==> config.mk <==
export PLATFORM = sky130hd
export DESIGN_NAME = cl_mem_sequencer_flat
export DESIGN_NICKNAME = d
export VERILOG_FILES = /design/src/rtl/cl_mem_sequencer_pkg.sv /design/src/rtl/cl_mem_sequencer_if.sv /design/src/rtl/cl_mem_lane_align.sv /design/src/rtl/cl_mem_sequencer.sv /design/src/flat_wrapper.sv
export SDC_FILE = /design/constraint.sdc
export NUM_CORES = 1
export LEC_CHECK = 0
export ABC_AREA = 1
export CORE_MARGIN = 10
export CORE_UTILIZATION = 44
export DETAILED_ROUTE_END_ITERATION = 8
export GPL_TIMING_DRIVEN = 1
export PLACE_DENSITY = 0.88
export SLEW_MARGIN = 20
export SYNTH_ARGS = -nofsm -noshare
export SYNTH_HDL_FRONTEND = slang
export SYNTH_SLANG_ARGS = --single-unit
==> constraint.sdc <==
create_clock -name clk -period 4.3 [get_ports clk]
set_input_delay 0.645 -clock clk [delete_from_list [all_inputs] [get_ports clk]]
set_output_delay 0.645 -clock clk [all_outputs]
set_load 0.01 [all_outputs]
==> src/rtl/cl_mem_sequencer_pkg.sv <==
// Shared types and constants for the load/store sequencer.
package cl_mem_sequencer_pkg;

    localparam int kAddrWidth   = 32;
    localparam int kDataWidth   = 32;
    localparam int kRfAddrWidth = 5;
    localparam int kLanes       = kDataWidth / 8;

    typedef enum logic [2:0] {
        ST_IDLE,
        ST_REQ,
        ST_WAIT_RSP,
        ST_DONE,
        ST_ERROR
    } mem_seq_state_e;

    typedef logic [1:0] err_code_t;

    localparam err_code_t kErrNone     = 2'd0;
    localparam err_code_t kErrMisalign = 2'd1;
    localparam err_code_t kErrTimeout  = 2'd2;

    // One captured pipeline request, held for the whole transaction.
    typedef struct packed {
        logic                    is_store;
        logic                    is_byte;
        logic [kAddrWidth-1:0]   addr;
        logic [kDataWidth-1:0]   data;
        logic [kRfAddrWidth-1:0] rd;
    } mem_req_s;

    // Word accesses must be 4-byte aligned; byte accesses never fault.
    function automatic logic is_misaligned(input logic is_byte, input logic [1:0] lane);
        return !is_byte && (lane != 2'b00);
    endfunction

endpackage

==> src/rtl/cl_mem_sequencer_if.sv <==
// Data-memory port: request handshake (valid/yumi) plus load response.
interface cl_mem_sequencer_if #(
    parameter int ADDR_WIDTH = 32,
    parameter int DATA_WIDTH = 32
);
    logic                    dmem_v_o;
    logic                    dmem_w_o;
    logic [ADDR_WIDTH-1:0]   dmem_addr_o;
    logic [DATA_WIDTH-1:0]   dmem_wdata_o;
    logic [DATA_WIDTH/8-1:0] dmem_mask_o;
    logic                    dmem_yumi_i;
    logic                    dmem_rsp_v_i;
    logic [DATA_WIDTH-1:0]   dmem_rdata_i;

    // Sequencer side.
    modport master (
        output dmem_v_o, dmem_w_o, dmem_addr_o, dmem_wdata_o, dmem_mask_o,
        input  dmem_yumi_i, dmem_rsp_v_i, dmem_rdata_i
    );

    // Memory side.
    modport slave (
        input  dmem_v_o, dmem_w_o, dmem_addr_o, dmem_wdata_o, dmem_mask_o,
        output dmem_yumi_i, dmem_rsp_v_i, dmem_rdata_i
    );
endinterface

==> src/rtl/cl_mem_lane_align.sv <==
// Byte-lane steering: store mask/data replication and load byte extraction.
module cl_mem_lane_align
    import cl_mem_sequencer_pkg::*;
(
    input  logic        is_byte_i,
    input  logic [1:0]  lane_i,
    input  logic [31:0] store_data_i,
    input  logic [31:0] rdata_i,
    output logic [3:0]  mask_o,
    output logic [31:0] wdata_o,
    output logic [31:0] load_data_o
);

    // Word ops pass straight through; byte ops pick or replicate one lane.
    always_comb begin
        // NOTE: every output gets a default first so no path leaves it unassigned (no latch).
        mask_o      = 4'hF;
        wdata_o     = store_data_i;
        load_data_o = rdata_i;
        if (is_byte_i) begin
            mask_o      = 4'b0001 << lane_i;
            wdata_o     = {kLanes{store_data_i[7:0]}};
            load_data_o = {24'b0, rdata_i[{lane_i, 3'b000} +: 8]};
        end
    end

endmodule

==> src/rtl/cl_mem_sequencer.sv <==
// One-at-a-time load/store sequencer between execute stage and dmem port.
module cl_mem_sequencer
    import cl_mem_sequencer_pkg::*;
#(
    parameter int ADDR_WIDTH     = kAddrWidth,
    parameter int DATA_WIDTH     = kDataWidth,
    parameter int RF_ADDR_WIDTH  = kRfAddrWidth,
    parameter int TIMEOUT_CYCLES = 64
) (
    input  logic                     clk,
    input  logic                     reset,
    input  logic                     req_valid_i,
    output logic                     req_ready_o,
    input  logic                     is_store_i,
    input  logic                     is_byte_i,
    input  logic [ADDR_WIDTH-1:0]    addr_i,
    input  logic [DATA_WIDTH-1:0]    store_data_i,
    input  logic [RF_ADDR_WIDTH-1:0] rd_addr_i,
    cl_mem_sequencer_if.master       dmem,
    output logic                     wb_v_o,
    output logic [RF_ADDR_WIDTH-1:0] wb_addr_o,
    output logic [DATA_WIDTH-1:0]    wb_data_o,
    output logic                     stall_o,
    output logic                     err_o,
    output logic [1:0]               err_code_o
);

    localparam int               CNT_W    = (TIMEOUT_CYCLES > 1) ? $clog2(TIMEOUT_CYCLES) : 1;
    localparam logic [CNT_W-1:0] CNT_LAST = CNT_W'(TIMEOUT_CYCLES - 1);

    mem_seq_state_e        state_q, state_d;
    mem_req_s              req_q, req_d;
    logic [CNT_W-1:0]      cnt_q, cnt_d;
    logic [DATA_WIDTH-1:0] load_data_q, load_data_d;
    err_code_t             err_code_q, err_code_d;

    logic [3:0]            lane_mask;
    logic [31:0]           lane_wdata;
    logic [31:0]           lane_load;

    // Lane logic always works from the captured request, never the live inputs.
    cl_mem_lane_align u_lane_align (
        .is_byte_i    (req_q.is_byte),
        .lane_i       (req_q.addr[1:0]),
        .store_data_i (req_q.data),
        .rdata_i      (dmem.dmem_rdata_i),
        .mask_o       (lane_mask),
        .wdata_o      (lane_wdata),
        .load_data_o  (lane_load)
    );

    // State, captured request, timeout counter and load result registers.
    always_ff @(posedge clk or posedge reset) begin
        if (reset) begin
            state_q     <= ST_IDLE;
            req_q       <= '0;
            cnt_q       <= '0;
            load_data_q <= '0;
            err_code_q  <= kErrNone;
        end else begin
            // NOTE: non-blocking assignments so every register samples pre-edge values.
            state_q     <= state_d;
            req_q       <= req_d;
            cnt_q       <= cnt_d;
            load_data_q <= load_data_d;
            err_code_q  <= err_code_d;
        end
    end

    // Next-state logic: capture in IDLE, handshake in REQ, bounded wait for the load.
    always_comb begin
        state_d     = state_q;
        req_d       = req_q;
        cnt_d       = cnt_q;
        load_data_d = load_data_q;
        err_code_d  = err_code_q;

        case (state_q)
            ST_IDLE: begin
                if (req_valid_i) begin
                    req_d.is_store = is_store_i;
                    req_d.is_byte  = is_byte_i;
                    req_d.addr     = addr_i;
                    req_d.data     = store_data_i;
                    req_d.rd       = rd_addr_i;
                    if (is_misaligned(is_byte_i, addr_i[1:0])) begin
                        state_d    = ST_ERROR;
                        err_code_d = kErrMisalign;
                    end else begin
                        state_d = ST_REQ;
                    end
                end
            end

            ST_REQ: begin
                // Memory may back-pressure indefinitely here; only the response wait is timed.
                if (dmem.dmem_yumi_i) begin
                    cnt_d   = '0;
                    state_d = req_q.is_store ? ST_IDLE : ST_WAIT_RSP;
                end
            end

            ST_WAIT_RSP: begin
                // A response on the final counted cycle still completes the load.
                if (dmem.dmem_rsp_v_i) begin
                    load_data_d = lane_load;
                    cnt_d       = '0;
                    state_d     = ST_DONE;
                end else if (cnt_q == CNT_LAST) begin
                    cnt_d      = '0;
                    err_code_d = kErrTimeout;
                    state_d    = ST_ERROR;
                end else begin
                    cnt_d = cnt_q + 1'b1;
                end
            end

            ST_DONE: begin
                state_d = ST_IDLE;
            end

            ST_ERROR: begin
                err_code_d = kErrNone;
                state_d    = ST_IDLE;
            end

            default: begin
                state_d = ST_IDLE;
            end
        endcase
    end

    // Moore outputs; bus and writeback fields read zero outside their owning state.
    always_comb begin
        req_ready_o       = (state_q == ST_IDLE);
        stall_o           = (state_q != ST_IDLE);
        dmem.dmem_v_o     = 1'b0;
        dmem.dmem_w_o     = 1'b0;
        dmem.dmem_addr_o  = '0;
        dmem.dmem_wdata_o = '0;
        dmem.dmem_mask_o  = '0;
        wb_v_o            = 1'b0;
        wb_addr_o         = '0;
        wb_data_o         = '0;
        err_o             = 1'b0;
        err_code_o        = kErrNone;

        case (state_q)
            ST_REQ: begin
                dmem.dmem_v_o    = 1'b1;
                dmem.dmem_w_o    = req_q.is_store;
                dmem.dmem_addr_o = {req_q.addr[ADDR_WIDTH-1:2], 2'b00};
                // Loads present no write lanes.
                if (req_q.is_store) begin
                    dmem.dmem_wdata_o = lane_wdata;
                    dmem.dmem_mask_o  = lane_mask;
                end
            end

            ST_DONE: begin
                // x0 is hard-wired zero, so a load into it never writes back.
                wb_v_o    = (req_q.rd != '0);
                wb_addr_o = req_q.rd;
                wb_data_o = load_data_q;
            end

            ST_ERROR: begin
                err_o      = 1'b1;
                err_code_o = err_code_q;
            end

            default: begin
            end
        endcase
    end

endmodule

==> src/flat_wrapper.sv <==
// flat-port wrapper written by rule: the top's interface ports become plain ports
module cl_mem_sequencer_flat import cl_mem_sequencer_pkg::*;
#(
    parameter int ADDR_WIDTH     = kAddrWidth,
    parameter int DATA_WIDTH     = kDataWidth,
    parameter int RF_ADDR_WIDTH  = kRfAddrWidth,
    parameter int TIMEOUT_CYCLES = 64
)
  (clk, reset, req_valid_i, req_ready_o, is_store_i, is_byte_i, addr_i, store_data_i, rd_addr_i, wb_v_o, wb_addr_o, wb_data_o, stall_o, err_o, err_code_o, dmem_dmem_v_o, dmem_dmem_w_o, dmem_dmem_addr_o, dmem_dmem_wdata_o, dmem_dmem_mask_o, dmem_dmem_yumi_i, dmem_dmem_rsp_v_i, dmem_dmem_rdata_i);
  cl_mem_sequencer_if #(.ADDR_WIDTH(ADDR_WIDTH), .DATA_WIDTH(DATA_WIDTH)) dmem_i ();
  input  logic clk;
  input  logic reset;
  input  logic req_valid_i;
  output logic req_ready_o;
  input  logic is_store_i;
  input  logic is_byte_i;
  input  logic [ADDR_WIDTH-1:0] addr_i;
  input  logic [DATA_WIDTH-1:0] store_data_i;
  input  logic [RF_ADDR_WIDTH-1:0] rd_addr_i;
  output logic wb_v_o;
  output logic [RF_ADDR_WIDTH-1:0] wb_addr_o;
  output logic [DATA_WIDTH-1:0] wb_data_o;
  output logic stall_o;
  output logic err_o;
  output logic [1:0] err_code_o;
  output wire logic [$bits(dmem_i.dmem_v_o)-1:0] dmem_dmem_v_o;
  output wire logic [$bits(dmem_i.dmem_w_o)-1:0] dmem_dmem_w_o;
  output wire logic [$bits(dmem_i.dmem_addr_o)-1:0] dmem_dmem_addr_o;
  output wire logic [$bits(dmem_i.dmem_wdata_o)-1:0] dmem_dmem_wdata_o;
  output wire logic [$bits(dmem_i.dmem_mask_o)-1:0] dmem_dmem_mask_o;
  input wire logic [$bits(dmem_i.dmem_yumi_i)-1:0] dmem_dmem_yumi_i;
  input wire logic [$bits(dmem_i.dmem_rsp_v_i)-1:0] dmem_dmem_rsp_v_i;
  input wire logic [$bits(dmem_i.dmem_rdata_i)-1:0] dmem_dmem_rdata_i;
  assign dmem_dmem_v_o = dmem_i.dmem_v_o;
  assign dmem_dmem_w_o = dmem_i.dmem_w_o;
  assign dmem_dmem_addr_o = dmem_i.dmem_addr_o;
  assign dmem_dmem_wdata_o = dmem_i.dmem_wdata_o;
  assign dmem_dmem_mask_o = dmem_i.dmem_mask_o;
  assign dmem_i.dmem_yumi_i = dmem_dmem_yumi_i;
  assign dmem_i.dmem_rsp_v_i = dmem_dmem_rsp_v_i;
  assign dmem_i.dmem_rdata_i = dmem_dmem_rdata_i;
  cl_mem_sequencer #(.ADDR_WIDTH(ADDR_WIDTH), .DATA_WIDTH(DATA_WIDTH), .RF_ADDR_WIDTH(RF_ADDR_WIDTH), .TIMEOUT_CYCLES(TIMEOUT_CYCLES)) u_core (.clk(clk), .reset(reset), .req_valid_i(req_valid_i), .req_ready_o(req_ready_o), .is_store_i(is_store_i), .is_byte_i(is_byte_i), .addr_i(addr_i), .store_data_i(store_data_i), .rd_addr_i(rd_addr_i), .dmem(dmem_i), .wb_v_o(wb_v_o), .wb_addr_o(wb_addr_o), .wb_data_o(wb_data_o), .stall_o(stall_o), .err_o(err_o), .err_code_o(err_code_o));
endmodule
* Word-level counts from Yosys, hierarchy flattened
Cells that the tools add are included.
** Storage, ports and cells
- Input bits :: 108
- Flip-flop bits (word level) :: 114
- Word-level logic and storage cells :: 67
** Cells by class
- Add/subtract/negate cells :: 1
- Multiplexer cells :: 31
- Equal/unequal tests :: 11
- Reduce and logical (&&, ||, !) cells :: 13
- Shift operators :: 2
** Operators with widths (count)
- 32-bit two-way mux :: 6
- 32-bit by 6-bit variable part select with 8-bit output :: 1
- 6-bit two-way mux :: 3
- 3-bit two-way mux :: 5
- 2-bit two-way mux :: 6
- 4-bit two-way mux :: 3
- 6-bit case mux with 2 select lines :: 1
- 3-bit case mux with 3 select lines :: 1
- 6-bit by 1-bit adder with 6-bit output, second input constant :: 1
- 3-bit by 2-bit == test with 1-bit output, second input constant :: 2
- 6-bit == test, second input constant :: 1
- 2-bit inequality test, second input constant :: 3
- 2-bit case mux with 3 select lines :: 1
- 2-bit AND reduction :: 3
- 3-bit nonzero test :: 2
- 5-bit two-way mux :: 1
- 5-bit AND reduction :: 1
- 5-bit nonzero test :: 1
- 1-bit two-way mux :: 4
- 2-bit by 1-bit inequality test with 1-bit output, second input constant :: 2
- 2-bit nonzero test :: 2
- 1-bit by 2-bit << shifter with 4-bit output, first input constant :: 1
- 3-bit by 1-bit == test with 1-bit output, second input constant :: 1
- 3-bit == test, second input constant :: 1
- other kinds (5) :: 5

* Depth between registers and ports, before layout
Gate-level depths: netlist of the first run.
- Depth in word-level cells :: 5
- Mapped depth :: 9
- Depth with buffers taken out :: 9

* Cells and area by module
Synthesis of the first run repeated with hierarchy kept, for this count alone.
** Second synthesis, totals
- Cells, all modules :: 889
- Area total of the unflattened synthesis :: 6211.0 µm²
** By module, submodules not included
- cl_mem_sequencer :: area an instance 5355.1 µm², cells each 704, instances 1
- cl_mem_lane_align :: area an instance 855.8 µm², cells each 185, instances 1

* Least setup slack after synthesis of the first run
OpenSTA, ideal clock, no wires.
- Path kind :: reg2out
- From :: register u_core.state_q[1]
- To :: output port dmem_dmem_mask_o[1]
- Path buffers :: 1
- Stages on the path, launching flop included :: 7
- Data arrival time :: 1271 ps
- Path slack :: 2384 ps
- Path through :: dfrtp_1 > inv_1 > nand3_4 > nor2_2 > inv_2 > buf_2 > nor2_1
** Between the ends
- Longest elaborated chain between the ends :: 2
** Ends and longest elaborated chain
- start, declared :: line cl_mem_sequencer.sv:31 : mem_seq_state_e state_q, state_d;
- start signal, assigned :: line cl_mem_sequencer.sv:62 : state_q <= state_d;
- 3-bit by 1-bit == test with 1-bit output :: line cl_mem_sequencer.sv:148 : case (state_q)
- 4-bit two-way mux :: line cl_mem_sequencer.sv:148
- end, declared :: line flat_wrapper.sv:30 : output wire logic [$bits(dmem_i.dmem_mask_o)-1:0] dmem_dmem_mask_o;
No other way between the ends.

* Final worst setup path of the first run
- From :: register u_core.state_q[1]
- To :: output port dmem_dmem_mask_o[3]
The elaborated chain is that of the path after synthesis.

==> results of run 1 <==
## area by class of cell
cell class | count | area [um2]
sequential | 114 | 2850
fill | 1054 | 4180
clock inverter | 12 | 87.6
timing repair buffer | 225 | 2250
tap | 172 | 215
clock buffer | 20 | 447
multi-input combinational | 495 | 2170
inverter | 111 | 420
## power breakdown
part           internal (W)  switching [W]
clock              0.000749       0.000503
combinational      0.000882        0.00133
sequential          0.00156       0.000244
## flip-flops by register name (all words and copies together), names as in the netlist
signal	flops
u_core.req_q	71
u_core.state_q	3
u_core.err_code_q	2
u_core.cnt_q	6
u_core.load_data_q	32
## critical path: cells and delay by family, from the launching register on
| family | cells | cell delay, ns |
|---|---|---|
| DFF | 1 | 0.45 |
| and+or+nand+nor | 2 | 0.58 |
| AOI/OAI and AO/OA | 1 | 0.27 |
| buffers and inverters | 3 | 1.01 |
## final timing paths
kind                            cells after the start                     end
worst min-delay path                                2    u_core.err_code_q[0]
min in group asynchronous                           2        u_core.req_q[68]
worst min register to register                      2    u_core.err_code_q[0]
worst max-delay path                                6     dmem_dmem_mask_o[3]
worst max register to register                      6         u_core.req_q[8]
max in group asynchronous                           3  u_core.load_data_q[26]
## per-stage QoR
step | std cells | total power [W]
finish | 1149 | 0.00527
global route | 1149 | 0.00566
CTS | 1149 | 0.00530
detailed placement | 1117 | 0.00402
global placement | 1117 | 0.00394
floorplan | 759 | 0.00316
## cell families (layout without fill, tap and decap cells)
group | Yosys count | after routing
adders and majority gates | 1 | 1
xor gates and xnor gates | 1 | 1
AOI/OAI and AO/OA | 120 | 120
other | 1 | 2
buffers and inverters | 150 | 368
and+or+nand+nor | 371 | 371
DFF | 114 | 114
## cell usage in the layout, fill, tap and decap left out, drive strengths merged
cell	instances
clkdlybuf4s50	218
nand2	192
nor2	132
dfrtp	114
inv	109
o21ai	76
a21oi	43
nand3	42
clkbuf	20
clkinv	9
buf	7
clkinvlp	5
nand4	3
conb	2
nor3	2
xor2	1
o22ai	1
ha	1
## per-layer routing
layer	routed length (um)	track usage	up-vias
li1	-	-	2749
met2	8510	0.327	283
met5	0	0	-
met3	2020	0.0827	36
met4	414	0.0701	0
met1	7460	0.235	2589
==> impl_metrics.env, run 1 <==
export IMPL_status="finished, final reports clean"
export IMPL_p_per_area_nw_per_um2=624
export IMPL_timing_hold_ws_ns=0.472
export IMPL_relSlewSlack=0.458
export IMPL_syn2layout_area_growth_pct=48.8
export IMPL_cts_sinks=114
export IMPL_yosys_most_used_dff="dfrtp_1"
export IMPL_path_cells="inv_1 > nand3_4 > nor2_2 > inv_2 > a21oi_1 > clkdlybuf4s50_1"
export IMPL_worstReg2RegStart="u_core.state_q[0]"
export IMPL_cts_buffers=17
export IMPL_routed_via_density=4.92
export IMPL_required_ns=3.65
export IMPL_netlist_area_um2=5670
export IMPL_pre_cts_ws_ns=1.32
export IMPL_clk_pin_slew_ns=0.05
export IMPL_min_period_ns=3.37
export IMPL_first_pass_iters=5
export IMPL_num_vias=5657
export IMPL_r2r_setup_slack_ns=2.10
export IMPL_rows=41
export IMPL_totalWireLength_mm=18.4
export IMPL_synth_cell_types=27
export IMPL_synth_edff_count=0
export IMPL_drv_slew=0
export IMPL_worstSetupStartpoint="u_core.state_q[1]"
export IMPL_finalSetupViolCount=0
export IMPL_crit_fanout=35
export IMPL_nNetsFinal=1073
export IMPL_cts_setup_buffers=0
export IMPL_synth_mux_area_frac=0
export IMPL_synth_area_leaders="dfrtp_1, nand2_1, nor2_1"
export IMPL_grt_use_total=0.201
export IMPL_antennaDiodeCount=0
export IMPL_coreArea_um2=12600
export IMPL_synth_common_cells="nand2_1, nor2_1, dfrtp_1, inv_1, o21ai_1"
export IMPL_synth_simple_area_share=0.271
export IMPL_ios=221
export IMPL_hold_buffers=0
export IMPL_p_leak_nw=3.95
export IMPL_ir_drop_v=0.000329
export IMPL_antenna_found_initial=0
export IMPL_cts_root_buf="clkbuf_16"
export IMPL_crit_path_end_kind="output pin"
export IMPL_synth_area_per_cell_um2=7.48
export IMPL_slowest_delay_ns=0.59
export IMPL_htree_levels=4
export IMPL_arrival_ns=2.73
export IMPL_postLayoutCellArea_um2=8440
export IMPL_yosys_warnings=0
export IMPL_synth_xor_area_share=0.00154
export IMPL_ys_seq_area_frac=0.503
export IMPL_portBuffers=218
export IMPL_post_drt_wl_per_cell_um=16.0
export IMPL_overflow=0
export IMPL_routabilityCongestion=0.878
export IMPL_clk_latency_ns=0.41
export IMPL_rsz0062_at_grt="no"
export IMPL_die_w_um=134
export IMPL_cts_resized=0
export IMPL_synth_top_cell_area_share=0.503
export IMPL_netlist_instances=758
export IMPL_hold_viol=0
export IMPL_yosysTopAreaCell="dfrtp_1"
export IMPL_hpwl_mm=13.8
export IMPL_worstHoldStart="u_core.err_code_q[0]"
export IMPL_critPathKind="register to output pin"
export IMPL_die_area_um2=17800
export IMPL_synth_most_common_cell="nand2_1"
export IMPL_remaining_drc_errors=0
export IMPL_cp_slowest_cell="clkdlybuf4s50_1"
export IMPL_synth_compound_area_share=0.107
export IMPL_start_kind="register"
export IMPL_synth_top_family_by_area="simple AND/OR/NAND/NOR gates"
export IMPL_clock_path_buffers=2
export IMPL_drt_iter0_markers=415
export IMPL_synthAdderAreaFrac=0.00221
export IMPL_worstMarginPinSlew_ns=0.812
export IMPL_async_reset_ff_frac=1.00
export IMPL_first_global_vias=5650
export IMPL_cts_tree="built"
export IMPL_die_h_um=134
export IMPL_start_util=0.449
export IMPL_layout_worst_path_cycle_share=0.784
export IMPL_cap_violations=0
export IMPL_antenna_left=0
export IMPL_grt_max_degree=59
export IMPL_hold_path_class="register to register"
export IMPL_placed_area_um2=7910
export IMPL_clock_fmax_mhz=297
export IMPL_synth_seq_cells=114
export IMPL_utilization=0.669
export IMPL_fin_setup_tns_ns=0
export IMPL_grt_first_pass_wirelength_mm=28.9
export IMPL_finalWorstSetupSlack_ns=0.929
export IMPL_drive_gt1_frac=0.0583
export IMPL_finClkSkew_ns=0.00966
(Power assumes the default switching activity.)
==> run 2: changes to the inputs <==
Clock period 4.3 ns to 3.2 ns, I/O delays scaled along.
==> run 2 against run 1 <==
Net effect:
- setup slack lost 0.65 ns
- clock power grew 58%
- largest power group unchanged
- flip-flop and latch count is the same
- highest routed layer unchanged
- count of clock-buffer cells in the layout grew 3
- critical endpoint is now dmem_dmem_mask_o[1]
==> impl_metrics.env, run 2 (same netlist as run 1, synthesis figures left out) <==
export IMPL_antenna_left=0
export IMPL_ff2ff_path_depth=6
export IMPL_ir_drop_v=0.000497
export IMPL_required_ns=2.72
export IMPL_worstReg2RegStart="u_core.state_q[2]"
export IMPL_post_drt_wl_per_cell_um=15.9
export IMPL_antennaDiodeCount=0
export IMPL_drive_gt1_frac=0.0613
export IMPL_finalSetupViolCount=0
export IMPL_min_period_ns=2.92
export IMPL_htree_levels=4
export IMPL_rows=41
export IMPL_coreArea_um2=12600
export IMPL_hold_viol=0
export IMPL_crit_path_end_kind="output pin"
export IMPL_r2r_end="u_core.req_q[18]"
export IMPL_cts_sinks=114
export IMPL_holdPathStages=2
export IMPL_die_area_um2=17800
export IMPL_hpwl_mm=13.4
export IMPL_cts_tree="built"
export IMPL_num_vias=5625
export IMPL_start_kind="register"
export IMPL_grt_first_pass_wirelength_mm=29.0
export IMPL_start_util=0.449
export IMPL_p_sw_frac=0.370
export IMPL_cap_violations=0
export IMPL_nNetsFinal=1075
export IMPL_portBuffers=218
export IMPL_grt_use_total=0.203
export IMPL_grt_max_degree=115
export IMPL_met3_usage=0.0962
export IMPL_clock_path_buffers=2
export IMPL_overflow=0
export IMPL_nFillCells=1040
export IMPL_totalWireLength_mm=18.3
export IMPL_p_total_w=0.00740
export IMPL_switchingPower_w=0.00274
export IMPL_largest_register="u_core.req_q"
export IMPL_use_met2=0.323
export IMPL_status="finished, final reports clean"
export IMPL_seq_power_share=0.322
export IMPL_hold_buffers=0
export IMPL_finClkSkew_ns=0.00905
export IMPL_crit_fanout=26
export IMPL_arrival_ns=2.44
export IMPL_ios=221
export IMPL_largest_reg_flops=71
export IMPL_layout_worst_path_cycle_share=0.913
export IMPL_grt_busiest_layer="met2"
export IMPL_cts_root_buf="clkbuf_16"
export IMPL_worstHoldEndpoint="u_core.err_code_q[0]"
export IMPL_cts_resized=0
export IMPL_p_per_area_nw_per_um2=863
export IMPL_comb_power_share=0.410
export IMPL_routed_via_density=4.89
export IMPL_cts_buffers=17
export IMPL_syn2layout_area_growth_pct=51.2
export IMPL_relSlewSlack=0.529
export IMPL_first_global_vias=5665
export IMPL_hold_path_class="register to register"
export IMPL_critPathKind="register to output pin"
export IMPL_worstHoldStart="u_core.err_code_q[0]"
export IMPL_final_cell_mix="clkdlybuf4s50_1, nand2_1, nor2_1, dfrtp_1, inv_1"
export IMPL_routabilityCongestion=0.856
export IMPL_clock_fmax_mhz=342
export IMPL_fin_setup_tns_ns=0
export IMPL_final_common_cell="clkdlybuf4s50_1"
export IMPL_worstMarginPinSlew_ns=0.702
export IMPL_drt_iter0_markers=424
export IMPL_grtUsageMet1=0.230
export IMPL_p_leak_nw=4.02
export IMPL_drv_slew=0
export IMPL_die_w_um=134
export IMPL_timing_hold_ws_ns=0.471
export IMPL_cts_setup_buffers=0
export IMPL_clk_latency_ns=0.41
export IMPL_remaining_drc_errors=0
export IMPL_internal_power_w=0.00466
export IMPL_clk_pin_slew_ns=0.05
export IMPL_p_clk_frac=0.268
export IMPL_reg_largest_list="u_core.req_q: 71 flops, u_core.load_data_q: 32 flops, u_core.cnt_q: 6 flops"
export IMPL_r2r_setup_slack_ns=1.22
export IMPL_die_h_um=134
export IMPL_antenna_found_initial=0
export IMPL_rsz0062_at_grt="no"
export IMPL_first_pass_iters=5
==> run 2: worst max path at each step <==
| stage | endpoint | from | cells after the start | slack [ns] |
|---|---|---|---|---|
| floorplan | u_core.cnt_q[0] | reset | 1 | 1.33 |
| global placement | dmem_dmem_mask_o[1] | u_core.req_q[69] | 5 | 0.73 |
| detailed placement | dmem_dmem_mask_o[1] | u_core.req_q[69] | 5 | 0.74 |
| CTS | dmem_dmem_mask_o[1] | u_core.req_q[69] | 5 | 0.28 |
| global route | dmem_dmem_mask_o[1] | u_core.req_q[69] | 5 | 0.15 |
| finish | dmem_dmem_mask_o[1] | u_core.req_q[69] | 5 | 0.28 |
==> run 2: metrics by stage <==
stage	cells	worst slack, ns	util	cell area (um2)
after CTS	1150	0.277	0.680	8580
after detailed placement	1119	0.737	0.630	7950
after floorplan	759	1.33	-	5680
after global routing	1150	0.153	0.680	8580
final	1150	0.278	0.680	8580
after global placement	1119	0.735	0.630	7950
==> run 2: power by group through the flow <==
stage          logic, W  clock network [W]  registers (W)
6_report        0.00303            0.00198        0.00238
2_1_floorplan   0.00192                  0        0.00232
3_3_place_gp    0.00295                  0        0.00237
4_1_cts         0.00306            0.00201        0.00238
3_5_place_dp    0.00303                  0        0.00239
5_1_grt         0.00339            0.00208        0.00245
==> run 2: layout make-up <==
| class | instances | area, um2 | area share |
|---|---|---|---|
| Clock inverter | 8 | 124 | 0.0144 |
| Inverter | 111 | 422 | 0.0492 |
| Sequential cell | 114 | 2850 | 0.333 |
| Multi-Input combinational cell | 495 | 2170 | 0.253 |
| Tap cell | 172 | 215 | 0.0251 |
| Timing Repair Buffer | 227 | 2290 | 0.267 |
| Clock buffer | 23 | 508 | 0.0592 |
==> run 2: critical path, stage by stage, from the launching register on <==
cell and delay [ns]:
dfrtp_1 0.35, clkinv_1 0.56, buf_4 0.42, nor2_1 0.13, nor2_1 0.06, clkdlybuf4s50_1 0.50
==> run 2: per-layer routing <==
| metal | up-vias | share of wire |
|---|---|---|
| met5 | - | 0 |
| met4 | 0 | 0.025 |
| met3 | 38 | 0.12 |
| li1 | 2739 | - |
| met2 | 255 | 0.47 |
| met1 | 2593 | 0.39 |
==> run 3: changes to the inputs <==
Settings changed: SLEW_MARGIN 20 to default.
==> results of run 3 <==
The final DEF is identical to that of run 2; final timing and power are the same.
